## src/rtl/apb_slave_regfile.sv

```systemverilog
// APB completer with a bank of 32-bit registers; the top register is read-only and mirrors STATUS_IN.
// Latency: one setup cycle, then WAIT_CYCLES+1 access cycles; PREADY is high in the last access cycle.
// Backpressure: PREADY is held low for WAIT_CYCLES access cycles; dropping PSELx mid-wait aborts cleanly.
module apb_slave_regfile #(
  parameter logic [31:0] BASE_ADDR   = 32'h0000_0000,
  parameter int          NUM_REGS    = 8,
  parameter int          WAIT_CYCLES = 1
) (
  input  logic                     PCLK,
  input  logic                     PRESETn,
  input  logic [31:0]              PADDR,
  input  logic [2:0]               PPROT,
  input  logic                     PSELx,
  input  logic                     PENABLE,
  input  logic                     PWRITE,
  input  logic [31:0]              PWDATA,
  input  logic [3:0]               PSTRB,
  output logic                     PREADY,
  output logic [31:0]              PRDATA,
  output logic                     PSLVERR,
  input  logic [31:0]              STATUS_IN,
  output logic [32*NUM_REGS-1:0]   REG_OUT
);

  typedef enum logic [1:0] {S_IDLE, S_WAIT, S_RESP} state_t;

  localparam logic [3:0]  WAIT_LD = 4'(WAIT_CYCLES);
  localparam logic [5:0]  RO_IDX  = 6'(NUM_REGS - 1);
  localparam logic [31:0] SPAN    = 32'(4 * NUM_REGS);

  state_t      state_q, state_d;
  logic [3:0]  cnt_q, cnt_d;
  logic [31:0] regs_q [NUM_REGS-1];

  logic [31:0] off;
  logic [5:0]  idx;
  logic        err;
  logic        wr_en;
  logic [31:0] rd_val;
  logic        unused_prot;

  // Protection attributes carry no meaning for this register bank.
  assign unused_prot = ^PPROT;

  assign off = PADDR - BASE_ADDR;
  assign idx = off[7:2];
  assign err = (PADDR < BASE_ADDR) | (off[1:0] != 2'b00) | (off >= SPAN) |
               (PWRITE & (idx == RO_IDX));

  assign PREADY  = (state_q == S_WAIT) & PSELx & PENABLE & (cnt_q == 4'd0);
  assign PSLVERR = PREADY & err;
  assign wr_en   = PREADY & PWRITE & ~err;
  assign PRDATA  = (PREADY & ~PWRITE & ~err) ? rd_val : 32'h0;

  // State and wait counter; reset drops any in-flight transfer.
  always_ff @(posedge PCLK or negedge PRESETn) begin
    if (!PRESETn) begin
      state_q <= S_IDLE;
      cnt_q   <= 4'd0;
    end else begin
      state_q <= state_d;
      cnt_q   <= cnt_d;
    end
  end

  // Next state: setup loads the counter, access counts down to zero and never wraps.
  always_comb begin
    state_d = state_q;
    cnt_d   = cnt_q;
    case (state_q)
      S_IDLE: begin
        if (PSELx && !PENABLE) begin
          state_d = S_WAIT;
          cnt_d   = WAIT_LD;
        end
      end
      S_WAIT: begin
        if (!PSELx) begin
          state_d = S_IDLE;
        end else if (PENABLE) begin
          if (cnt_q != 4'd0) cnt_d = cnt_q - 4'd1;
          else               state_d = S_RESP;
        end
      end
      S_RESP: begin
        if (PSELx && !PENABLE) begin
          state_d = S_WAIT;
          cnt_d   = WAIT_LD;
        end else begin
          state_d = S_IDLE;
        end
      end
      default: begin
        state_d = S_IDLE;
        cnt_d   = 4'd0;
      end
    endcase
  end

  // Byte-masked register writes, committed only in an error-free write PREADY cycle.
  always_ff @(posedge PCLK or negedge PRESETn) begin
    if (!PRESETn) begin
      for (int i = 0; i < NUM_REGS - 1; i++) regs_q[i] <= 32'h0;
    end else if (wr_en) begin
      for (int i = 0; i < NUM_REGS - 1; i++) begin
        if (idx == 6'(i)) begin
          for (int b = 0; b < 4; b++) begin
            if (PSTRB[b]) regs_q[i][8*b +: 8] <= PWDATA[8*b +: 8];
          end
        end
      end
    end
  end

  // Read mux; the top index returns the live status input.
  always_comb begin
    rd_val = 32'h0;
    for (int i = 0; i < NUM_REGS - 1; i++) begin
      if (idx == 6'(i)) rd_val = regs_q[i];
    end
    if (idx == RO_IDX) rd_val = STATUS_IN;
  end

  for (genvar g = 0; g < NUM_REGS - 1; g++) begin : g_reg_out
    assign REG_OUT[32*g +: 32] = regs_q[g];
  end
  assign REG_OUT[32*(NUM_REGS-1) +: 32] = STATUS_IN;

endmodule

```

## config.mk

```make
export PLATFORM = sky130hd
export DESIGN_NAME = apb_slave_regfile
export DESIGN_NICKNAME = d
export VERILOG_FILES = /design/src/rtl/apb_slave_regfile.sv
export SDC_FILE = /design/constraint.sdc
export NUM_CORES = 1
export LEC_CHECK = 0
export ABC_AREA = 0
export BUFFER_PORTS_ARGS = -buffer_cell sky130_fd_sc_hd__clkbuf_2
export CAP_MARGIN = 20
export CORE_UTILIZATION = 46
export DETAILED_ROUTE_END_ITERATION = 16
export PLACE_DENSITY = 0.74
export SETUP_SLACK_MARGIN = 0.15
export SLEW_MARGIN = 10
export SYNTH_ARGS = -nofsm -noshare
export SYNTH_HDL_FRONTEND = slang
export SYNTH_SLANG_ARGS = --single-unit
```

## constraint.sdc

```tcl
create_clock -name PCLK -period 4.98 [get_ports PCLK]
set_input_delay 0.747 -clock PCLK [delete_from_list [all_inputs] [get_ports PCLK]]
set_output_delay 0.747 -clock PCLK [all_outputs]
set_load 0.05 [all_outputs]
```

Word-level counts from Yosys, hierarchy flattened. Index checks and enable logic that the tools add are counted.

Logic and storage cells: 121. Register bits after elaboration: 230.

$add $sub $neg: 1. $lt $le $gt $ge: 2. Reductions and logical operators: 38. Multiplexer cells: 20. Bitwise operators: 14. Eq/ne operators: 16.

Operators with widths (count): $mux 32 (9); $reduce_and 3->1 (29); $ge 32x6->1 const B (1); $lt 32x1->1 const B (1); $eq 6x3->1 const B (4); $mux 4 (4); $eq 6x2->1 const B (2); $and 1x1->1 (9); $mux 2 (4); $pmux 4 s2 (1); $eq 6x1->1 const B (1); $logic_not 6->1 (1); $ne 2x2->1 const B (3); $ne 3x3->1 const B (2); $pmux 2 s3 (1); $logic_not 4->1 (1); $ne 2x1->1 const B (2); $reduce_and 4->1 (1); $reduce_bool 4->1 (1); $sub 4x1->4 const B (1); $or 1x1->1 (3); $eq 2x1->1 const B (1); $eq 2x2->1 const B (1); $logic_not 2->1 (1); 6 further kinds (7).

Logic depth before layout (Yosys ltp). Gate-level depths: netlist of the first run.

Depth in word-level cells: 10. Mapped depth: 9.

Worst setup path after synthesis of the first run. OpenSTA, ideal clock, no wires.

Path kind: input port to output port. Start point: input port PADDR[24]. End point: output port PRDATA[13]. Arrival time: 3456 ps. Required time: 4233 ps. Stages on the path: 6. Setup slack: 777 ps. Path buffers: 1. Path through: nor4_1 nand4_2 nor3_1 nand2_1 clkbuf_1 a221oi_1.

Cells in the longest elaborated chain, start to end: 7.

RTL lines: from (decl) (RTL line 11) `input logic [31:0] PADDR,`; $lt 32x1->1 (RTL line 47) `assign err = (PADDR < BASE_ADDR) | (off[1:0] != 2'b00) | (off >= SPAN) |`; $or 1x1->1 (RTL line 47); $or 1x1->1 (*) (2 in a row) (RTL line 47); $not 1->1 (*) (RTL line 53) `assign PRDATA = (PREADY & ~PWRITE & ~err) ? rd_val : 32'h0;`; $and 1x1->1 (*) (RTL line 53); $mux 32 (*) (RTL line 53); to (decl) (RTL line 19) `output logic [31:0] PRDATA,`.

Mark *: on every way between the ends. The rest lies on a longest branch, timed or not.

Final worst setup path of the first run.
Start point: register cnt_q[0]. End point: output port PRDATA[6].

Cells in the longest elaborated chain, start to end: 5.

RTL lines: from (decl) (RTL line 32) `logic [3:0] cnt_q, cnt_d;`; from (signal assigned) (RTL line 62) `cnt_q <= cnt_d;`; $logic_not 4->1 (RTL line 50) `assign PREADY = (state_q == S_WAIT) & PSELx & PENABLE & (cnt_q == 4'd0);`; $and 1x1->1 (RTL line 50); $and 1x1->1 (2 in a row) (RTL line 53); $mux 32 (RTL line 53).

No other way between the ends.

==> results of run 1 <==
## power groups by stage
| stage | logic [W] | registers (W) | clock network [W] |
|---|---|---|---|
| 2_1_floorplan | 0.000201 | 0.00192 | 0 |
| 3_3_place_gp | 0.000341 | 0.00193 | 0 |
| 3_5_place_dp | 0.000349 | 0.00193 | 0 |
| 4_1_cts | 0.000351 | 0.00189 | 0.00196 |
| 5_1_grt | 0.000377 | 0.00189 | 0.00203 |
| 6_report | 0.000350 | 0.00189 | 0.00193 |
## layer usage
metal,track usage,vias up,routed length [um]
met5,0,-,0
met4,0.09353,0,981
met3,0.05210,68,2467
met2,0.4934,417,18290
met1,0.3753,4650,15380
li1,-,3982,-
## synthesized netlist by cell type, drive strengths merged
cell type / instances / share of area
o22ai: 28 / 0.015
nor4b: 1 / 0.00077
or3b: 1 / 0.00099
mux2: 241 / 0.24
o21bai: 3 / 0.0020
nand2b: 3 / 0.0016
nand4: 3 / 0.0022
nand3: 11 / 0.0075
mux2i: 8 / 0.0070
a221oi: 9 / 0.0069
nor4: 15 / 0.017
nand2: 53 / 0.022
buf: 46 / 0.026
or3: 1 / 0.00099
inv: 22 / 0.0072
xor2: 2 / 0.0015
and2: 1 / 0.00055
a32oi: 1 / 0.00077
o21ai: 18 / 0.0079
nor3: 26 / 0.014
nor2b: 2 / 0.0011
clkbuf: 20 / 0.0066
ha: 1 / 0.0011
nor2: 56 / 0.018
a21oi: 48 / 0.021
mux4: 34 / 0.067
dfrtp: 230 / 0.50
## layout by cell type, fill, tap and decap left out, types with 21 or more instances in the layout
cell,instances
nand2_2,22
nor2_1,56
mux4_2,34
nor3_1,22
o22ai_1,28
a21oi_1,48
dfrtp_1,230
clkbuf_16,25
inv_1,21
clkbuf_2,391
mux2_2,229
nand2_1,31
## metrics by stage
stage | worst slack [ns] | instance area (sq um) | total power [W]
after floorplan | 0.7775 | 11410 | 0.002126
after global placement | 0.8534 | 13580 | 0.002268
after detailed placement | 0.8277 | 13580 | 0.002277
after CTS | 0.6405 | 14440 | 0.004206
after global routing | 0.4952 | 14450 | 0.004298
final | 0.6727 | 14450 | 0.004171
## final cells by class
class / instances / area (sq um)
Clock inverter: 10 / 133.9
Timing Repair Buffer: 411 / 2127
Clock buffer: 35 / 723.2
Tap cell: 324 / 405.4
Fill cell: 2046 / 9874
Multi-Input combinational cell: 566 / 5213
Sequential cell: 230 / 5756
Antenna cell: 2 / 5.005
Inverter: 22 / 82.58
## flip-flops by register name (all words and copies together) (netlist names)
name,cells
state_q,2
cnt_q,4
REG_OUT,224
## how the worst min path moves through the flow
stage | startpoint | end | slack (ns)
after floorplan | PRESETn | REG_OUT[0] | 0.45
after global placement | state_q[1] | cnt_q[0] | 0.47
after detailed placement | state_q[1] | cnt_q[0] | 0.48
after CTS | PRESETn | REG_OUT[64] | 0.30
after global routing | PRESETn | REG_OUT[64] | 0.34
final | PRESETn | REG_OUT[64] | 0.26
## cell families (layout without fill, tap and decap cells)
family	after synthesis	in the layout	share of synthesized area
multiplexers	283	283	0.3119
flip-flops	230	230	0.5043
AND/OR/NAND/NOR	173	173	0.08704
AO/OA/AOI/OAI	107	107	0.05394
buffers and inverters	88	478	0.04023
XOR/XNOR	2	2	0.001535
adder cells (fa/ha/maj)	1	1	0.001096
other	0	2	0
==> results by group, run 1 <==
Setup path
  – Cell family with most CP delay: simple AND/OR/NAND/NOR gates
  – Element type at the critical path end: primary output
  – CP max stage cell: or3_4
  – Worst Setup SP: cnt_q[0]
  – Critical path peak fanout: 14
  – Crit path required time: 4.23 ns
  – Worst path arrival time: 3.56 ns
  – Startpoint types: flop
  – Reg2reg setup slack: 1.93 ns
  – CP cell instances: inv_1, ha_1, or3b_4, or3_4, nor2_1, nand2_2, buf_4, a221oi_1, clkbuf_2
  – Critical path type: flop to primary output
  – Worst Setup EP: PRDATA[6]
  – Levels on crit path: 9
  – Crit Reg-Reg Endpoint: REG_OUT[93]
  – R2R depth: 8
  – Buf+Inv Stages, Crit Path: 3
  – Worst R2R Start: cnt_q[0]
  – CP max stage delay: around 0.53 ns

Floorplan
  – Core box area: 24320 sq um
  – Site row count: 57
  – Die X: 159.5 um
  – Die H: 159.5 um
  – Die Area: 25450 sq um
  – I/O pin total: 398
  – Starting Density: 0.4693

Clock tree
  – Post-CTS Setup Bufs: 0
  – CTS Buf Count: 25
  – PostCTS Resize Cnt: 0
  – Worst-Skew Late Latency: 0.52 ns
  – Htree depth: 1
  – Clock sinks: between 200 and 250
  – Root buf cell: clkbuf_16
  – Clock slew at reported path FFs: approximately 0.060 ns
  – CTS tree: done
  – CTS max path bufs: 3
  – CTS Hold Bufs: 0

Timing
  – Final setup viols: 0
  – Final slew viol count: 0
  – Final Hold Vio Count: 0
  – Fmax: 232.2 MHz
  – Layout Skew: 0.01221 ns
  – RSZ-0062 raised after global routing: no
  – Fin crit period: 4.307 ns
  – Tightest Pin Transition: 0.8937 ns
  – Relative slew slack: 0.4042
  – Setup TNS: 0 ns
  – Minimum hold slack: roughly 0.26 ns
  – Tcrit/Tclk final: 0.8649

Detailed routing
  – Vias per cell: between 5 and 6
  – WL final: 37110 um
  – # DRC: 0
  – DRT Pass-1 Iters: 5
  – Routed length per instance: 23.20 um
  – Antenna-violating nets left: 0
  – Detailed router's first-iteration violation count: 724
  – DR vias: 9117

Cells and area
  – Share of layout cells above drive strength 1: 0.5965
  – Final Net Count: 1365
  – Layout Utilization: 0.5940
  – Area Growth Syn to Fin: 26.56%
  – Non-filler cells, final: 1600

Logic synthesis
  – Cells after synthesis: 884
  – Yosys warnings: 0
  – Yosys reg bits: 230
  – Seq/Total Area, Yosys: 0.5043
  – Synth Cell Area: between 10000 and 15000 sq um
  – Synth cell types: 38
  – Synth Area per Inst: between 10 and 15 sq um
  – Syn_nets: ~990

Power and ir drop
  – Lkg Pwr: slightly below 8 nW
  – Worst VDD drop: 0.0002406 V
  – Clock share of power: 0.462
  – Sw Ratio: 0.2443
  – Comb power frac: 0.084
  – Cell Pwr Density: 288.7 nW/um^2
  – Reg power frac: 0.454
  – Int Pwr: 0.003152 W
  – Switching power: 0.001019 W

Placed design
  – I/O Buffers: 394
  – DP Wirelength: between 20000 and 30000 um
  – Gpl congestion: 0.8479
  – Placed cells: 1553

GRT
  – Vias in the first global route: 9326
  – GRT Total Usage: 0.2899
  – Initial antenna violation count: 2
  – Total congestion overflow: 0
  – First-pass GRT wire length: 56300 um
  – Largest net degree at the start of global routing: ~120

Status
  – Status: complete, no violations

Job
  – MaxCap Viol Count: 0

Min path
  – Worst hold path type: primary input to asynchronous set/reset pin
Note: power is estimated with default switching activity, not from simulation.
==> run 2: changes to the inputs <==
Settings changed: PLACE_DENSITY 0.74 to 0.77.
Clock period 4.98 ns to 3.5 ns, I/O delays scaled along.
==> results by group, run 2 (synthesis results as in run 1) <==
GRT
  – Total congestion overflow: 0
  – Vias in the first global route: slightly below 10000
  – Largest net degree at the start of global routing: 86
  – Initial antenna violation count: 2
  – First-pass GRT wire length: 59420 um
  – GRT Total Usage: 0.3071

Clock tree
  – Clock sinks: 230
  – Clock slew at reported path FFs: 0.06 ns
  – CTS tree: done
  – Worst-Skew Late Latency: between 0.5 and 0.6 ns
  – CTS Buf Count: 25
  – Root buf cell: clkbuf_16
  – Htree depth: 1
  – CTS max path bufs: 3

Cells and area
  – Final Net Count: about 1400
  – Share of layout cells above drive strength 1: 0.6265
  – Non-filler cells, final: 1622
  – Layout Utilization: 0.6225
  – Area Growth Syn to Fin: 32.65%
  – Max reg flops: 224
  – Most frequent cells in the layout: clkbuf_2, dfrtp_1, mux2_2
  – Most common cell after layout, fill and taps aside: clkbuf_2
  – Design Area, Final: ~15000 sq um

Floorplan
  – Site row count: 57
  – Die H: 159.5 um
  – Die Area: 25450 sq um
  – Core box area: 24320 sq um
  – I/O pin total: 398
  – Die X: ~160 um
  – Starting Density: 0.4693

Setup path
  – Worst Setup SP: cnt_q[0]
  – CP cell instances: inv_1, ha_1, or3b_4, or3_4, nor2_4, nand2_4, buf_12, buf_16, a221oi_4, buf_12
  – Critical path peak fanout: 6
  – Worst R2R Start: cnt_q[0]
  – CP max stage cell: dfrtp_1
  – Element type at the critical path end: primary output
  – CP max stage delay: 0.38 ns
  – Crit Reg-Reg Endpoint: REG_OUT[22]
  – Startpoint types: flop
  – Worst path arrival time: 2.84 ns
  – Cell family with most CP delay: simple AND/OR/NAND/NOR gates
  – Critical Path Most Common Cell: buf_12
  – Crit path required time: 2.97 ns
  – Levels on crit path: 10
  – Reg2reg setup slack: between 0.5 and 0.6 ns
  – Critical path type: flop to primary output
  – Buf+Inv Stages, Crit Path: 4
  – R2R depth: 8

Timing
  – RSZ-0062 raised after global routing: yes
  – Minimum hold slack: 0.006420 ns
  – Tightest Pin Transition: 0.6891 ns
  – Fmax: 297.6 MHz
  – Relative slew slack: 0.5395
  – Tcrit/Tclk final: 0.9601
  – Final setup viols: 0
  – Layout Skew: a little under 0.007 ns
  – Final Hold Vio Count: 0
  – Final slew viol count: 0
  – Fin crit period: 3.360 ns

Placed design
  – Post-Place Cell Area: 13880 sq um
  – Gpl congestion: 0.8889
  – DP Wirelength: 26610 um
  – I/O Buffers: 394
  – Placed cells: 1566

Power and ir drop
  – Lkg Pwr: 7.992 nW
  – Cell Pwr Density: 387.8 nW/um^2
  – Worst VDD drop: 0.0003685 V

Detailed routing
  – DRT Pass-1 Iters: 5
  – Routed length per instance: 24.01 um
  – Detailed router's first-iteration violation count: 741
  – Vias per cell: between 5 and 6
  – DR vias: 9418
  – # DRC: 0
  – Antenna-violating nets left: 0
  – WL final: 38940 um

Min path
  – Worst hold path type: primary input to asynchronous set/reset pin

Job
  – MaxCap Viol Count: 0

Status
  – Status: complete, no violations
run 2: cell type report:
cell class                      instances  area (sq um)
Clock inverter                         18         166.4
Timing Repair Buffer                  432          2640
Multi-Input combinational cell        566          5428
Sequential cell                       230          5756
Fill cell                            1902          9180
Clock buffer                           28         656.9
Inverter                               22         82.58
Tap cell                              324         405.4
Antenna cell                            2         5.005
run 2: worst max-delay path by stage:
stage                 end  slack, ns
3_3_place_gp   PRDATA[29]       0.38
6_report       PRDATA[23]       0.14
4_1_cts        PRDATA[23]       0.13
2_1_floorplan  PRDATA[13]      -0.26
5_1_grt        PRDATA[26]       0.05
3_5_place_dp    PRDATA[0]       0.32
run 2: layer usage:
layer / GRT usage / part of all wire
met1: 0.3803 / 0.39
met2: 0.5236 / 0.49
met3: 0.07346 / 0.086
met4: 0.1093 / 0.034
met5: 0 / 0
run 2: metrics by stage:
stage / setup TNS [ns] / setup WS [ns] / total power, W
after floorplan: -3.060 / -0.2585 / 0.003025
after global placement: 0 / 0.3804 / 0.003244
after detailed placement: 0 / 0.3193 / 0.003255
after CTS: 0 / 0.1333 / 0.005888
after global routing: 0 / 0.04936 / 0.006068
final: 0 / 0.1397 / 0.005871
run 2: worst reg2reg max path, cell delays in order, from the launching register on:
cell,delay [ns]
dfrtp_1,0.38
inv_1,0.06
ha_1,0.15
or3b_4,0.38
or3_4,0.36
buf_4,0.22
nor4_4,0.51
nand2_2,0.31
mux2_1,0.42
run 2: power breakdown:
part	total (W)	internal [W]	leakage, nW	switching, W
combinational	0.000549	0.000179	4.38	0.000370
clock	0.00263	0.00151	0.405	0.00112
sequential	0.00269	0.00267	3.21	0.0000157
total	0.00587	0.00436	7.99	0.00151
run 2: timing repair:
item	CTS	global route
gates cloned	2	1
endpoints found under the setup margin	32	30
hold buffers	0	0
pin swaps	2	5
buffers inserted	5	0
gates resized for setup	41	50
